===== src/rtl/dot_product_sequencer_pkg.sv =====
// rtl/dot_product_sequencer_pkg.sv - shared types and default widths for the dot-product sequencer
package dot_product_sequencer_pkg;

    localparam int DPS_INPUT_LENGTH  = 32;
    localparam int DPS_OUTPUT_LENGTH = 64;
    localparam int DPS_LEN_WIDTH     = 16;
    localparam int DPS_FIFO_DEPTH    = 4;

    typedef enum logic [2:0] {
        ST_IDLE,
        ST_RUN,
        ST_RET,
        ST_WAIT,
        ST_HOLD
    } state_e;

    typedef logic [DPS_LEN_WIDTH-1:0] len_t;

endpackage


===== src/rtl/dot_product_sequencer_if.sv =====
// rtl/dot_product_sequencer_if.sv - job, operand, MAC and result signals of the sequencer
interface dot_product_sequencer_if #(
    parameter int INPUT_LENGTH  = 32,
    parameter int OUTPUT_LENGTH = 64,
    parameter int LEN_WIDTH     = 16
);
    logic                     iStart;
    logic [LEN_WIDTH-1:0]     iLen;
    logic                     oBusy;
    logic                     iOpValid;
    logic [INPUT_LENGTH-1:0]  iOpA;
    logic [INPUT_LENGTH-1:0]  iOpB;
    logic                     oOpReady;
    logic [INPUT_LENGTH-1:0]  oMacA;
    logic [INPUT_LENGTH-1:0]  oMacB;
    logic                     oMAC;
    logic                     oRET;
    logic                     iMacReady;
    logic [OUTPUT_LENGTH-1:0] iMacRes;
    logic                     iMacDone;
    logic                     oResValid;
    logic [OUTPUT_LENGTH-1:0] oRes;
    logic                     iResReady;

    modport master (
        input  iStart, iLen, iOpValid, iOpA, iOpB, iMacReady, iMacRes, iMacDone, iResReady,
        output oBusy, oOpReady, oMacA, oMacB, oMAC, oRET, oResValid, oRes
    );

    modport slave (
        output iStart, iLen, iOpValid, iOpA, iOpB, iMacReady, iMacRes, iMacDone, iResReady,
        input  oBusy, oOpReady, oMacA, oMacB, oMAC, oRET, oResValid, oRes
    );
endinterface


===== src/rtl/dot_product_sequencer_operand_fifo.sv =====
// rtl/dot_product_sequencer_operand_fifo.sv - operand pair buffer with wrap-bit pointers
module operand_fifo #(
    parameter int WIDTH = 64,
    parameter int DEPTH = 4
) (
    input  logic             clk_i,
    input  logic             rst_ni,
    input  logic             push_i,
    input  logic [WIDTH-1:0] wdata_i,
    input  logic             pop_i,
    output logic [WIDTH-1:0] rdata_o,
    output logic             full_o,
    output logic             empty_o
);
    localparam int PTR_W = $clog2(DEPTH);

    logic [WIDTH-1:0] mem_q [DEPTH];
    logic [PTR_W:0]   wr_ptr_q, wr_ptr_d;
    logic [PTR_W:0]   rd_ptr_q, rd_ptr_d;
    logic             push_ok, pop_ok;

    // Full/empty come from pre-update pointers, so a push is refused when full even if a pop frees a slot
    assign full_o  = (wr_ptr_q[PTR_W] != rd_ptr_q[PTR_W]) &&
                     (wr_ptr_q[PTR_W-1:0] == rd_ptr_q[PTR_W-1:0]);
    assign empty_o = (wr_ptr_q == rd_ptr_q);
    assign push_ok = push_i && !full_o;
    assign pop_ok  = pop_i && !empty_o;
    assign rdata_o = mem_q[rd_ptr_q[PTR_W-1:0]];

    always_comb begin
        wr_ptr_d = wr_ptr_q;
        rd_ptr_d = rd_ptr_q;
        if (push_ok) wr_ptr_d = wr_ptr_q + (PTR_W+1)'(1);
        if (pop_ok)  rd_ptr_d = rd_ptr_q + (PTR_W+1)'(1);
    end

    always_ff @(posedge clk_i or negedge rst_ni) begin
        if (!rst_ni) begin
            for (int i = 0; i < DEPTH; i++) mem_q[i] <= '0;
            wr_ptr_q <= '0;
            rd_ptr_q <= '0;
        end else begin
            if (push_ok) mem_q[wr_ptr_q[PTR_W-1:0]] <= wdata_i;
            wr_ptr_q <= wr_ptr_d;
            rd_ptr_q <= rd_ptr_d;
        end
    end
endmodule


===== src/rtl/dot_product_sequencer.sv =====
// rtl/dot_product_sequencer.sv - buffers operand pairs, drives MAC/return pulses, holds the final sum
module dot_product_sequencer
    import dot_product_sequencer_pkg::*;
#(
    parameter int INPUT_LENGTH  = DPS_INPUT_LENGTH,
    parameter int OUTPUT_LENGTH = DPS_OUTPUT_LENGTH,
    parameter int LEN_WIDTH     = DPS_LEN_WIDTH,
    parameter int FIFO_DEPTH    = DPS_FIFO_DEPTH
) (
    input  logic iClk,
    input  logic iRst,
    dot_product_sequencer_if.master bus
);
    localparam int PAIR_W = 2 * INPUT_LENGTH;

    state_e                   state_q, state_d;
    logic [LEN_WIDTH-1:0]     len_q, len_d;
    logic [LEN_WIDTH-1:0]     acc_q, acc_d;
    logic [LEN_WIDTH-1:0]     iss_q, iss_d;
    logic [OUTPUT_LENGTH-1:0] res_q, res_d;
    logic                     res_valid_q, res_valid_d;

    logic              fifo_full, fifo_empty, fifo_push;
    logic [PAIR_W-1:0] fifo_head;
    logic              op_ready, mac_fire, ret_fire;

    operand_fifo #(
        .WIDTH (PAIR_W),
        .DEPTH (FIFO_DEPTH)
    ) u_operand_fifo (
        .clk_i   (iClk),
        .rst_ni  (iRst),
        .push_i  (fifo_push),
        .wdata_i ({bus.iOpA, bus.iOpB}),
        .pop_i   (mac_fire),
        .rdata_o (fifo_head),
        .full_o  (fifo_full),
        .empty_o (fifo_empty)
    );

    always_comb begin
        state_d     = state_q;
        len_d       = len_q;
        acc_d       = acc_q;
        iss_d       = iss_q;
        res_d       = res_q;
        res_valid_d = res_valid_q;
        op_ready    = 1'b0;
        fifo_push   = 1'b0;
        mac_fire    = 1'b0;
        ret_fire    = 1'b0;

        unique case (state_q)
            ST_IDLE: begin
                if (bus.iStart) begin
                    len_d = bus.iLen;
                    acc_d = '0;
                    iss_d = '0;
                    // An empty job skips the MAC entirely and reports a zero sum
                    if (bus.iLen == '0) begin
                        res_d       = '0;
                        res_valid_d = 1'b1;
                        state_d     = ST_HOLD;
                    end else begin
                        state_d = ST_RUN;
                    end
                end
            end
            ST_RUN: begin
                op_ready  = !fifo_full && (acc_q < len_q);
                fifo_push = op_ready && bus.iOpValid;
                mac_fire  = !fifo_empty && bus.iMacReady;
                if (fifo_push) acc_d = acc_q + LEN_WIDTH'(1);
                if (mac_fire) begin
                    iss_d = iss_q + LEN_WIDTH'(1);
                    if (iss_q + LEN_WIDTH'(1) == len_q) state_d = ST_RET;
                end
            end
            ST_RET: begin
                ret_fire = bus.iMacReady;
                if (bus.iMacReady) state_d = ST_WAIT;
            end
            ST_WAIT: begin
                if (bus.iMacDone) begin
                    res_d       = bus.iMacRes;
                    res_valid_d = 1'b1;
                    state_d     = ST_HOLD;
                end
            end
            ST_HOLD: begin
                if (bus.iResReady) begin
                    res_valid_d = 1'b0;
                    state_d     = ST_IDLE;
                end
            end
            default: state_d = ST_IDLE;
        endcase
    end

    always_ff @(posedge iClk or negedge iRst) begin
        if (!iRst) begin
            state_q     <= ST_IDLE;
            len_q       <= '0;
            acc_q       <= '0;
            iss_q       <= '0;
            res_q       <= '0;
            res_valid_q <= 1'b0;
        end else begin
            state_q     <= state_d;
            len_q       <= len_d;
            acc_q       <= acc_d;
            iss_q       <= iss_d;
            res_q       <= res_d;
            res_valid_q <= res_valid_d;
        end
    end

    assign bus.oBusy     = (state_q != ST_IDLE);
    assign bus.oOpReady  = op_ready;
    assign bus.oMAC      = mac_fire;
    assign bus.oRET      = ret_fire;
    assign bus.oMacA     = fifo_head[PAIR_W-1:INPUT_LENGTH];
    assign bus.oMacB     = fifo_head[INPUT_LENGTH-1:0];
    assign bus.oResValid = res_valid_q;
    assign bus.oRes      = res_q;
endmodule


===== src/flat_wrapper.sv =====
// flat-port wrapper written by rule: the top's interface ports become plain ports
module dot_product_sequencer_flat import dot_product_sequencer_pkg::*;
#(
    parameter int INPUT_LENGTH  = DPS_INPUT_LENGTH,
    parameter int OUTPUT_LENGTH = DPS_OUTPUT_LENGTH,
    parameter int LEN_WIDTH     = DPS_LEN_WIDTH,
    parameter int FIFO_DEPTH    = DPS_FIFO_DEPTH
)
  (iClk, iRst, bus_iStart, bus_iLen, bus_iOpValid, bus_iOpA, bus_iOpB, bus_iMacReady, bus_iMacRes, bus_iMacDone, bus_iResReady, bus_oBusy, bus_oOpReady, bus_oMacA, bus_oMacB, bus_oMAC, bus_oRET, bus_oResValid, bus_oRes);
  dot_product_sequencer_if #(.INPUT_LENGTH(INPUT_LENGTH), .OUTPUT_LENGTH(OUTPUT_LENGTH), .LEN_WIDTH(LEN_WIDTH)) bus_i ();
  input  logic iClk;
  input  logic iRst;
  input wire logic [$bits(bus_i.iStart)-1:0] bus_iStart;
  input wire logic [$bits(bus_i.iLen)-1:0] bus_iLen;
  input wire logic [$bits(bus_i.iOpValid)-1:0] bus_iOpValid;
  input wire logic [$bits(bus_i.iOpA)-1:0] bus_iOpA;
  input wire logic [$bits(bus_i.iOpB)-1:0] bus_iOpB;
  input wire logic [$bits(bus_i.iMacReady)-1:0] bus_iMacReady;
  input wire logic [$bits(bus_i.iMacRes)-1:0] bus_iMacRes;
  input wire logic [$bits(bus_i.iMacDone)-1:0] bus_iMacDone;
  input wire logic [$bits(bus_i.iResReady)-1:0] bus_iResReady;
  output wire logic [$bits(bus_i.oBusy)-1:0] bus_oBusy;
  output wire logic [$bits(bus_i.oOpReady)-1:0] bus_oOpReady;
  output wire logic [$bits(bus_i.oMacA)-1:0] bus_oMacA;
  output wire logic [$bits(bus_i.oMacB)-1:0] bus_oMacB;
  output wire logic [$bits(bus_i.oMAC)-1:0] bus_oMAC;
  output wire logic [$bits(bus_i.oRET)-1:0] bus_oRET;
  output wire logic [$bits(bus_i.oResValid)-1:0] bus_oResValid;
  output wire logic [$bits(bus_i.oRes)-1:0] bus_oRes;
  assign bus_i.iStart = bus_iStart;
  assign bus_i.iLen = bus_iLen;
  assign bus_i.iOpValid = bus_iOpValid;
  assign bus_i.iOpA = bus_iOpA;
  assign bus_i.iOpB = bus_iOpB;
  assign bus_i.iMacReady = bus_iMacReady;
  assign bus_i.iMacRes = bus_iMacRes;
  assign bus_i.iMacDone = bus_iMacDone;
  assign bus_i.iResReady = bus_iResReady;
  assign bus_oBusy = bus_i.oBusy;
  assign bus_oOpReady = bus_i.oOpReady;
  assign bus_oMacA = bus_i.oMacA;
  assign bus_oMacB = bus_i.oMacB;
  assign bus_oMAC = bus_i.oMAC;
  assign bus_oRET = bus_i.oRET;
  assign bus_oResValid = bus_i.oResValid;
  assign bus_oRes = bus_i.oRes;
  dot_product_sequencer #(.INPUT_LENGTH(INPUT_LENGTH), .OUTPUT_LENGTH(OUTPUT_LENGTH), .LEN_WIDTH(LEN_WIDTH), .FIFO_DEPTH(FIFO_DEPTH)) u_core (.iClk(iClk), .iRst(iRst), .bus(bus_i));
endmodule

===== config.mk =====
export PLATFORM = sky130hd
export DESIGN_NAME = dot_product_sequencer_flat
export DESIGN_NICKNAME = d
export VERILOG_FILES = /design/src/rtl/dot_product_sequencer_pkg.sv /design/src/rtl/dot_product_sequencer_if.sv /design/src/rtl/dot_product_sequencer_operand_fifo.sv /design/src/rtl/dot_product_sequencer.sv /design/src/flat_wrapper.sv
export SDC_FILE = /design/constraint.sdc
export NUM_CORES = 1
export LEC_CHECK = 0
export BUFFER_PORTS_ARGS = -buffer_cell sky130_fd_sc_hd__buf_4
export CORE_UTILIZATION = 40
export CTS_CLUSTER_DIAMETER = 30
export DETAILED_ROUTE_END_ITERATION = 8
export HOLD_SLACK_MARGIN = 0.12
export REMOVE_ABC_BUFFERS = 1
export SLEW_MARGIN = 20
export SYNTH_ARGS = -nofsm -noshare
export SYNTH_HDL_FRONTEND = slang
export SYNTH_SLANG_ARGS = --single-unit

===== constraint.sdc =====
create_clock -name iClk -period 3.06 [get_ports iClk]
set_input_delay 0 -clock iClk [delete_from_list [all_inputs] [get_ports iClk]]
set_output_delay 0 -clock iClk [all_outputs]
set_load 0.01 [all_outputs]

==> flow_summary.toml <==
[status]
outcome = "finished, final reports clean"

[power]
netSwitchingPower_mw = 7.73
power.internal_mw = 19.0
power.share.switching_pct = 28.9
cellPowerDensity_nw_per_um2 = 1070
p_total_mw = 26.7
static-leakage-power_nw = 11.2
clkPwrFrac_pct = 38.2
power.combinational.fraction_pct = 32.1
share_seq_of_total_power_pct = 29.7
ir_drop_v = 0.000557

[layout]
flow.area_growth_from_synthesis_pct = 47.0
post-route-util_pct = 59.7
most-common-layout-cells = "sky130_fd_sc_hd__dfrtp_1 (376), sky130_fd_sc_hd__buf_4 (303), sky130_fd_sc_hd__mux2_2 (250)"
final_cells = 2332
finish.instance_area_um2 = 25000
final_net_count = 1887
layout.cells.most_common = "sky130_fd_sc_hd__dfrtp_1"
num-fill-cells = 3242
layout-drive-gt1-share_pct = 45.2

[routing]
drtIter0Drc = 659
via_per_inst = 5.31
drt-pass1-iter-count = 5
drc = 0
route.detailed.wl_per_inst_um = 19.8
wirelength_um = 46200
via_count = 12391
ant_nets = 0

[timing]
fin_ws_ns = 0.259
rsz_0062_raised_after_global_routing = "false"
relSlewSlack_pct = 43.5
setup-violations-final = 0
fin_crit_ns = 2.80
post-route-period-util_pct = 91.5
finalHoldViolCount = 0
timing.hold.ws_ns = 0.155
timing_worst_slew_pin_value_ns = 0.847
fmaxAchievable_mhz = 357
worst_clock_skew_ns = 0.0176
fin_setup_tns_ns = 0
timing_max_transition_violations_final = 0

[cts]
clock_pin_transition_on_the_worst_setup_and_hold_timing_paths_ns = 0.05
cts.root.buffer_cell = "sky130_fd_sc_hd__clkbuf_16"
clock_tree_sinks = 378
cts_made_buffers = 92
cts_resized = 0
cts_tree = "done"
postCtsSetupRepairBufs = 0
clkLatencyLatePin_ns = 0.61
htree_num_levels = 3
holdBufCountCts = 173
max-clock-path-buffers = 3

[yosys]
synthDominantAreaCellType = "sky130_fd_sc_hd__dfrtp_1"
synth_instances = 1205
yosys.cell_types.count = 60
seq_area_frac_synth_pct = 55.6
synth_async_sr_flop_share_pct = 100
synth_top_area_share_pct = 55.6
synth_warnings = 0
synth_enable_flop_cells = 0
syn-mean-instance-area_um2 = 14.1
synth.ff_latch_count = 378
synth_area_leaders = "sky130_fd_sc_hd__dfrtp_1 (56%), sky130_fd_sc_hd__mux2_2 (17%), sky130_fd_sc_hd__mux4_2 (8.5%), sky130_fd_sc_hd__a22o_1 (3.3%), sky130_fd_sc_hd__ha_1 (1.6%)"
syn_area_um2 = 17000
synth_flop_cell = "sky130_fd_sc_hd__dfrtp_1"

[critical_path]
rr_worst_depth = 11
cp_data_required_time_ns = 3.54
r2r_startpoint = "u_core.len_q[13]$_DFFE_PN0P_"
worst-setup-path-type = "reg2reg"
timing.rr.end = "u_core.u_operand_fifo.mem_q[103]$_DFFE_PN0P_"
data_arrival_time_of_the_worst_path_ns = 3.28
worstSetupEndpointType = "flip-flop"
crit_fanout = 33
r2r_slack_ns = 0.26
start_kind = "flip-flop"

[global_route]
wire_length_of_the_first_global_routing_pass_um = 75200
global_route.usage.total_pct = 21.9
grt_max_degree = 82
number_of_global_route_vias_before_repair = 13664
grt_antenna_before_repair = 3
overall_overflow_remaining_after_global_route = 0

[place]
port_buffers = 283
dp_hpwl_um = 27600
numPlacedInstances = 1986
gpl.final_weighted_congestion = 0.823
detailedPlace.worstSlack_ns = 0.237
placed_standard_cell_area_um2 = 20000

[hold_path]
min_delay_worst_endpoint = "u_core.bus.oRes[3]$_DFFE_PN0P_"
timing.hold.worst_path_depth = 3
worstHoldPathType = "in2reg"
timing.hold.worst.start = "bus_iMacRes[3]"

[die]
floorplan.rows = 75
die_w_um = 208
die_area_um2 = 43400
die_height_um = 208
initial_utilization_pct = 40.6
core_region_area_um2 = 41900
pin_count = 284

[flow_run]
drv_cap = 0
[power by group through the flow]
stage / clock, mW / sequential [mW] / combinational, mW
2_1_floorplan: 0 / 7.91 / 5.22
3_3_place_gp: 0 / 7.89 / 8.34
3_5_place_dp: 0 / 7.96 / 8.49
4_1_cts: 10.4 / 7.92 / 8.74
5_1_grt: 10.7 / 8.17 / 9.23
6_report: 10.2 / 7.94 / 8.57
[flip-flops by register name, indices dropped and copies added, names as in the netlist, 3 cells and up]
register                        flops
u_core.bus.oRes                    64
u_core.u_operand_fifo.wr_ptr_q      3
u_core.u_operand_fifo.rd_ptr_q      3
u_core.u_operand_fifo.mem_q       256
u_core.len_q                       16
u_core.state_q                      3
u_core.acc_q                       16
u_core.iss_q                       16
[per-layer routing]
metal	wire length [um]	global-route usage [%]	vias to the layer above	share of wire, %
li1	-	-	5589	-
met3	2830	6.14	82	6.1
met5	15	0	-	0.032
met4	1010	7.28	2	2.2
met1	20100	28.7	6323	43
met2	22300	35.0	395	48
[worst max path at each step]
stage | to | slack, ns | from
2_1_floorplan | u_core.u_operand_fifo.mem_q[0]$_DFFE_PN0P_ | -3.17 | u_core.u_operand_fifo.rd_ptr_q[0]$_DFFE_PN0P_
3_3_place_gp | u_core.u_operand_fifo.mem_q[202]$_DFFE_PN0P_ | 0.30 | u_core.len_q[13]$_DFFE_PN0P_
3_5_place_dp | u_core.u_operand_fifo.mem_q[202]$_DFFE_PN0P_ | 0.24 | u_core.len_q[13]$_DFFE_PN0P_
4_1_cts | u_core.u_operand_fifo.mem_q[202]$_DFFE_PN0P_ | 0.24 | u_core.len_q[13]$_DFFE_PN0P_
5_1_grt | u_core.u_operand_fifo.mem_q[202]$_DFFE_PN0P_ | 0.06 | u_core.len_q[13]$_DFFE_PN0P_
6_report | u_core.u_operand_fifo.mem_q[103]$_DFFE_PN0P_ | 0.26 | u_core.len_q[13]$_DFFE_PN0P_
[Yosys cell counts (all sizes together), types with 2 or more instances]
master / n
and4: 6
buf: 45
or3: 5
ha: 22
nand4: 12
nand2b: 5
clkbuf: 30
a21oi: 34
or4: 14
nand2: 46
or2: 2
a22o: 65
o221ai: 2
dfrtp: 378
xor2: 7
nor2: 15
a21o: 6
mux4: 64
o41ai: 4
xnor2: 14
o21ai: 47
o31ai: 17
and2: 3
inv: 29
o211ai: 3
nor3: 4
and3: 6
mux2: 257
a31oi: 5
nor4: 7
nor2b: 4
mux2i: 3
nand3: 24
nor3b: 2
[layout make-up]
type / instances / area (um2) / share of cell area (%)
antenna: 2 / 5.00 / 0.0200
inverter: 29 / 109 / 0.435
tap: 539 / 674 / 2.70
multi-input combinational: 723 / 7160 / 28.6
clock buffer: 118 / 2570 / 10.3
sequential: 378 / 9470 / 37.8
timing repair buffer: 490 / 4300 / 17.2
clock inverter: 53 / 741 / 2.96
[worst max-delay path, stage by stage (launching register included)]
cell and delay, ns:
sky130_fd_sc_hd__dfrtp_1 0.39, sky130_fd_sc_hd__inv_1 0.07, sky130_fd_sc_hd__ha_1 0.29, sky130_fd_sc_hd__a21o_1 0.16
sky130_fd_sc_hd__a21oi_1 0.16, sky130_fd_sc_hd__nor2b_1 0.09, sky130_fd_sc_hd__a2111oi_4 0.37, sky130_fd_sc_hd__o211ai_2 0.16
sky130_fd_sc_hd__inv_2 0.22, sky130_fd_sc_hd__nand3_4 0.20, sky130_fd_sc_hd__buf_12 0.24, sky130_fd_sc_hd__mux2_2 0.30
[kinds of logic after synthesis]
family,after synthesis,share of synthesized area [%]
AOI/OAI and AO/OA,195,8.12
DFF,378,55.6
adders and majority gates,22,1.62
muxes,324,25.6
xor gates and xnor gates,22,1.21
buffers and inverters,104,2.51
and+or+nand+nor,160,5.34
No activity file was read; power rests on OpenSTA's default activity.
